$ cat src/rtl/rv_branch_unit.sv
// rv_branch_unit: execute-stage branch resolution with a bimodal predictor.
// Resolves the six RV conditional branches, computes the corrected next PC,
// flags mispredicts and illegal conditions one cycle later, trains a table of
// 2-bit saturating counters and keeps saturating branch/mispredict statistics.
module rv_branch_unit #(
  parameter int XLEN      = 64,
  parameter int BHT_DEPTH = 64,
  parameter int CNT_W     = 32
) (
  input  logic             clk_i,
  input  logic             rst_i,
  input  logic             valid_i,
  input  logic [2:0]       funct3_i,
  input  logic [XLEN-1:0]  rs1_i,
  input  logic [XLEN-1:0]  rs2_i,
  input  logic [XLEN-1:0]  pc_i,
  input  logic [XLEN-1:0]  imm_i,
  input  logic             pred_taken_i,
  input  logic             flush_i,
  input  logic [XLEN-1:0]  fetch_pc_i,
  output logic             pred_taken_o,
  output logic             resolve_valid_o,
  output logic             taken_o,
  output logic             mispredict_o,
  output logic [XLEN-1:0]  redirect_pc_o,
  output logic             illegal_o,
  output logic [CNT_W-1:0] branch_cnt_o,
  output logic [CNT_W-1:0] mispred_cnt_o
);

  localparam int IDX_W = $clog2(BHT_DEPTH);
  localparam logic [XLEN-1:0]  PC_STEP = {{(XLEN-3){1'b0}}, 3'd4};
  localparam logic [CNT_W-1:0] CNT_MAX = {CNT_W{1'b1}};
  localparam logic [CNT_W-1:0] CNT_ONE = {{(CNT_W-1){1'b0}}, 1'b1};

  // Next state of a 2-bit saturating predictor counter.
  function automatic logic [1:0] bht_next(input logic [1:0] cnt, input logic taken);
    logic [1:0] res;
    if (taken) begin
      res = (cnt == 2'b11) ? 2'b11 : cnt + 2'b01;
    end else begin
      res = (cnt == 2'b00) ? 2'b00 : cnt - 2'b01;
    end
    return res;
  endfunction

  // Statistics counters stick at all-ones instead of wrapping.
  function automatic logic [CNT_W-1:0] cnt_inc(input logic [CNT_W-1:0] c);
    return (c == CNT_MAX) ? c : c + CNT_ONE;
  endfunction

  logic [1:0]       bht [BHT_DEPTH];
  logic [IDX_W-1:0] fetch_idx;
  logic [IDX_W-1:0] upd_idx;
  logic             fetch_pc_unused;

  logic             cond_taken;
  logic             cond_legal;
  logic             is_eq;
  logic             is_lt;
  logic             is_ltu;
  logic             accept;
  logic             illegal_accept;
  logic             mispredict;
  logic [XLEN-1:0]  target_pc;
  logic [XLEN-1:0]  seq_pc;

  assign fetch_idx       = fetch_pc_i[IDX_W+1:2];
  assign upd_idx         = pc_i[IDX_W+1:2];
  assign fetch_pc_unused = ^{fetch_pc_i[XLEN-1:IDX_W+2], fetch_pc_i[1:0]};

  // The prediction reads the pre-update table, so a same-cycle write shows up next cycle.
  assign pred_taken_o = bht[fetch_idx][1];

  assign is_eq  = (rs1_i == rs2_i);
  assign is_lt  = ($signed(rs1_i) < $signed(rs2_i));
  assign is_ltu = (rs1_i < rs2_i);

  // Decode the branch condition; 010/011 are illegal and never taken.
  always_comb begin
    cond_taken = 1'b0;
    cond_legal = 1'b1;
    case (funct3_i)
      3'b000:  cond_taken = is_eq;
      3'b001:  cond_taken = ~is_eq;
      3'b100:  cond_taken = is_lt;
      3'b101:  cond_taken = ~is_lt;
      3'b110:  cond_taken = is_ltu;
      3'b111:  cond_taken = ~is_ltu;
      default: begin
        cond_taken = 1'b0;
        cond_legal = 1'b0;
      end
    endcase
  end

  assign seq_pc         = pc_i + PC_STEP;
  assign target_pc      = cond_taken ? (pc_i + imm_i) : seq_pc;
  assign accept         = valid_i & ~flush_i & cond_legal;
  assign illegal_accept = valid_i & ~flush_i & ~cond_legal;
  assign mispredict     = cond_taken ^ pred_taken_i;

  // Result registers: pulse signals clear when idle, taken/redirect hold.
  always_ff @(posedge clk_i or posedge rst_i) begin
    if (rst_i) begin
      resolve_valid_o <= 1'b0;
      taken_o         <= 1'b0;
      mispredict_o    <= 1'b0;
      illegal_o       <= 1'b0;
      redirect_pc_o   <= {XLEN{1'b0}};
    end else if (accept) begin
      resolve_valid_o <= 1'b1;
      taken_o         <= cond_taken;
      mispredict_o    <= mispredict;
      illegal_o       <= 1'b0;
      redirect_pc_o   <= target_pc;
    end else if (illegal_accept) begin
      resolve_valid_o <= 1'b1;
      taken_o         <= 1'b0;
      mispredict_o    <= 1'b0;
      illegal_o       <= 1'b1;
      redirect_pc_o   <= seq_pc;
    end else begin
      resolve_valid_o <= 1'b0;
      mispredict_o    <= 1'b0;
      illegal_o       <= 1'b0;
    end
  end

  // Branch history table: all entries weak-not-taken on reset, trained by accepted branches.
  always_ff @(posedge clk_i or posedge rst_i) begin
    if (rst_i) begin
      for (int i = 0; i < BHT_DEPTH; i++) begin
        bht[i] <= 2'b01;
      end
    end else if (accept) begin
      bht[upd_idx] <= bht_next(bht[upd_idx], cond_taken);
    end else begin
      bht[upd_idx] <= bht[upd_idx];
    end
  end

  // Saturating statistics for accepted branches and their mispredicts.
  always_ff @(posedge clk_i or posedge rst_i) begin
    if (rst_i) begin
      branch_cnt_o  <= {CNT_W{1'b0}};
      mispred_cnt_o <= {CNT_W{1'b0}};
    end else if (accept) begin
      branch_cnt_o  <= cnt_inc(branch_cnt_o);
      mispred_cnt_o <= mispredict ? cnt_inc(mispred_cnt_o) : mispred_cnt_o;
    end else begin
      branch_cnt_o  <= branch_cnt_o;
      mispred_cnt_o <= mispred_cnt_o;
    end
  end

endmodule
$ cat config.mk
export PLATFORM = sky130hd
export DESIGN_NAME = rv_branch_unit
export DESIGN_NICKNAME = d
export VERILOG_FILES = /design/src/rtl/rv_branch_unit.sv
export SDC_FILE = /design/constraint.sdc
export NUM_CORES = 1
export LEC_CHECK = 0
export CAP_MARGIN = 10
export CORE_MARGIN = 1.5
export CORE_UTILIZATION = 40
export CTS_CLUSTER_DIAMETER = 150
export DETAILED_ROUTE_END_ITERATION = 7
export GPL_TIMING_DRIVEN = 0
export PLACE_DENSITY = 0.67
export SLEW_MARGIN = 20
export SYNTH_ARGS = -nofsm -noshare
export SYNTH_HDL_FRONTEND = slang
export SYNTH_SLANG_ARGS = --single-unit
export TNS_END_PERCENT = 5
$ cat constraint.sdc
create_clock -name clk_i -period 8.35 [get_ports clk_i]
set_clock_uncertainty 0.15 [all_clocks]
set_input_delay 0.835 -clock clk_i [delete_from_list [all_inputs] [get_ports clk_i]]
set_output_delay 0.835 -clock clk_i [all_outputs]
set_load 0.05 [all_outputs]
==> impl_metrics.sql <==
INSERT INTO impl_metrics (metric_group, metric, value, unit) VALUES
('global_routing', 'antenna_found_initial', '8', ''),
('synth', 'synth_top_flop_cell', 'dfrtp_1', ''),
('detailed_routing', 'detailedRoute.firstIterationViolations', '1499', ''),
('global_routing', 'maximum_number_of_pins_on_one_net_before_global_route_repair', '101', ''),
('place', 'place.gp.congestion', '1.07', ''),
('timing', 'slew_headroom', '0.297', ''),
('worst_setup_path', 'timing.critical_path.mode_cell', 'mux4_2', ''),
('worst_setup_path', 'cp_data_arrival_time', '4.49', 'ns'),
('clocking', 'cts_max_level', '1', ''),
('synth', 'postSynthRegisterBits', '260', ''),
('status', 'status', 'complete, no violations', ''),
('global_routing', 'globalRoute.totalOverflow', '0', ''),
('synth', 'post_synthesis_cell_count', '2102', ''),
('clocking', 'number_of_buffers_added_by_the_clock_tree_synthesis_step', '31', ''),
('final_layout', 'final_cell_area', '24300', 'um^2'),
('pwr', 'p_leak', '10.1', 'nW'),
('worst_setup_path', 'cp_slowest_cell', 'buf_1', ''),
('clocking', 'max_clock_buf_depth', '3', ''),
('clocking', 'count_of_hold_fix_buffers_inserted_at_cts', '0', ''),
('timing', 'final_period_minus_worst_setup_slack', '5.48', 'ns'),
('synth', 'synth_cell_type_count', '95', ''),
('final_layout', 'nFillCells', '4242', ''),
('timing', 'rsz_0062_raised_after_global_routing', 'false', ''),
('floorplanning', 'initial_utilization', '0.406', ''),
('synth', 'synth-edff-count', '0', ''),
('timing', 'worst_slack', '2.87', 'ns'),
('synth', 'synth_nets', '2561', ''),
('synth', 'yosys.area.top_type', 'dfrtp_1', ''),
('worst_setup_path', 'worst_ep_required_time', '7.36', 'ns'),
('place', 'detailed_place.area', '23200', 'um^2'),
('detailed_routing', 'wl_per_cell', '22.7', 'um'),
('timing', 'timing.final.hold_violations', '0', ''),
('detailed_routing', 'post_drt_via_cell_ratio', '5.73', ''),
('synth', 'mappedNetlistArea', '18400', 'um^2'),
('synth', 'ys_seq_area_frac', '0.357', ''),
('synth', 'synth.area.top_cells', 'dfrtp_1 27%, dfstp_2 9.1%, ha_1 8.8%', ''),
('worst_setup_path', 'worstPathMaxFanout', '10', ''),
('synth', 'synthesis.yosys.warnings', '0', ''),
('detailed_routing', 'number_of_detailed_routing_iterations_run_before_antenna_repair', '8', ''),
('clocking', 'cts.reportedPaths.clkPinSlew', '0.06', 'ns'),
('worst_hold_path', 'timing.hold.worst.class', 'reg2reg', ''),
('place', 'numPlacedInstances', '3103', ''),
('final_layout', 'multi_input_comb_area', '10900', 'um^2'),
('floorplanning', 'placement_rows', '78', ''),
('worst_setup_path', 'timing.setup.critical_path_class', 'in2out', ''),
('worst_setup_path', 'critical_path.cell_chain', 'clkbuf_1 -> buf_1 -> mux4_2 -> mux4_2 -> mux4_2 -> clkdlybuf4s50_1', ''),
('synth', 'synth.most_common_cell', 'nand2_1', ''),
('floorplanning', 'die_area', '47400', 'um^2'),
('clocking', 'clock_tree.root_cell', 'clkbuf_16', ''),
('synth', 'synth_largest_type_area_fraction', '0.266', ''),
('floorplanning', 'floorplan.die.width', '218', 'um'),
('worst_setup_path', 'cp-start-kind', 'input pin', ''),
('timing', 'final-setup-viol-count', '0', ''),
('synth', 'fraction_of_registers_with_async_set_reset', '1.00', ''),
('global_routing', 'grt_first_pass_wirelength', '109000', 'um'),
('global_routing', 'grt.total_usage', '0.299', ''),
('place', 'dp.final_hpwl', '56300', 'um'),
('detailed_routing', 'drt-total-wl', '71900', 'um'),
('worst_setup_path', 'setup.worst_path.end_class', 'primary output', ''),
('pwr', 'power', '4.55', 'mW'),
('clocking', 'tritoncts_clock_tree', 'done', ''),
('detailed_routing', 'detailroute.via_count', '18119', ''),
('timing', 'worst-slew-pin-transition', '1.05', 'ns'),
('worst_setup_path', 'critical_path.top_delay_family', 'buffers and inverters', ''),
('clocking', 'clock_sink_total', '260', ''),
('final_layout', 'flow.area_growth_from_synthesis', '31.9', '%'),
('flow_run', 'maximum_capacitance_violations', '0', ''),
('timing', 'max_freq', '182', 'MHz'),
('final_layout', 'area.sequential', '6590', 'um^2'),
('final_layout', 'stdcell_count', '3163', ''),
('pwr', 'pwr_cell_area', '187', 'nW/um^2');
-- kinds of logic after synthesis --
kind of cell               Yosys count  share of synthesized area
adders and majority gates          132                     0.0899
xor gates and xnor gates           178                     0.0854
muxes                               34                     0.0330
AOI/OAI and AO/OA                  599                      0.204
and+or+nand+nor                    701                      0.181
DFF                                260                      0.357
buffers and inverters              198                     0.0489
-- cell usage in the layout (no fill, tap or decap), types with 7 or more instances in the layout --
cell type and instances:
clkdlybuf4s50_1 399, nand2_1 279, o21ai_0 214, dfrtp_1 196, nor2_1 140, ha_1 130, a21oi_1 126, xnor2_1 103
inv_1 95, nand3_1 77, xor2_1 74, a22oi_1 71, clkbuf_1 66, dfstp_2 64, nand4_1 58, a21o_1 48
nor3_1 32, clkbuf_16 31, mux4_2 21, buf_2 18, and3_1 18, a31oi_1 18, o31ai_1 18, o21bai_1 11
and4_1 11, nor3b_1 10, a211oi_1 10, clkinv_2 10, nand2b_1 9, nor2b_1 9, mux2i_1 9, nor4_1 8
a221oi_1 8, buf_1 8, or3_1 8, clkbuf_8 8, a22o_1 7
-- area by class of cell --
| class | count | share of cell area |
|---|---|---|
| well taps | 600 | 0.0309 |
| diodes | 2 | 0.000206 |
| plain buffers | 102 | 0.0223 |
| clock buffers | 43 | 0.0366 |
| multi-input cells | 1644 | 0.450 |
| clock inverters | 15 | 0.00690 |
| repair buffers | 401 | 0.167 |
| flip-flops and latches | 260 | 0.271 |
| inverters | 96 | 0.0151 |
-- report_power, final --
part | internal, mW | total [mW] | switching [mW]
Sequential | 1.47 | 1.61 | 0.140
Clock | 0.837 | 1.42 | 0.578
Combinational | 0.588 | 1.53 | 0.945
Total | 2.89 | 4.55 | 1.66
-- worst min-delay path, delay by kind of cell (launching register included) --
kind / cells / cell delay (ns)
AND/OR/NAND/NOR: 2 / 0.10
flip-flops: 1 / 0.34
-- metal layers --
layer	vias up	routed length [um]	global-route usage
li1	8471	-	-
met1	8750	30700	0.397
met2	750	33500	0.487
met3	140	5550	0.0621
met4	8	2050	0.0942
met5	-	63	0
-- registers in the layout (all words and copies together) (netlist names) --
| name | flops |
|---|---|
| bht | 128 |
| redirect_pc_o | 64 |
| resolve_valid_o | 1 |
| mispredict_o | 1 |
| taken_o | 1 |
| mispred_cnt_o | 32 |
| branch_cnt_o | 32 |
| illegal_o | 1 |
-- through the flow --
stage / hold slack (ns) / TNS (ns)
6_report: 0.321 / 0
5_1_grt: 0.342 / 0
4_1_cts: 0.324 / 0
3_5_place_dp: 0.315 / 0
3_3_place_gp: 0.307 / -616.23
2_1_floorplan: 0.294 / 0
-- path summary, 6_finish.rpt --
path | startpoint | end | slack [ns] | cells past startpoint
max in group asynchronous | rst_i | bht[80] | 6.51 | 3
setup / recovery | fetch_pc_i[2] | pred_taken_o | 2.87 | 6
setup reg to reg | mispred_cnt_o[8] | mispred_cnt_o[28] | 4.73 | 12
hold / removal | redirect_pc_o[1] | redirect_pc_o[1] | 0.32 | 2
min in group asynchronous | rst_i | mispred_cnt_o[16] | 0.64 | 2
hold reg to reg | redirect_pc_o[1] | redirect_pc_o[1] | 0.32 | 2
Note: power is estimated with default switching activity, not from simulation.
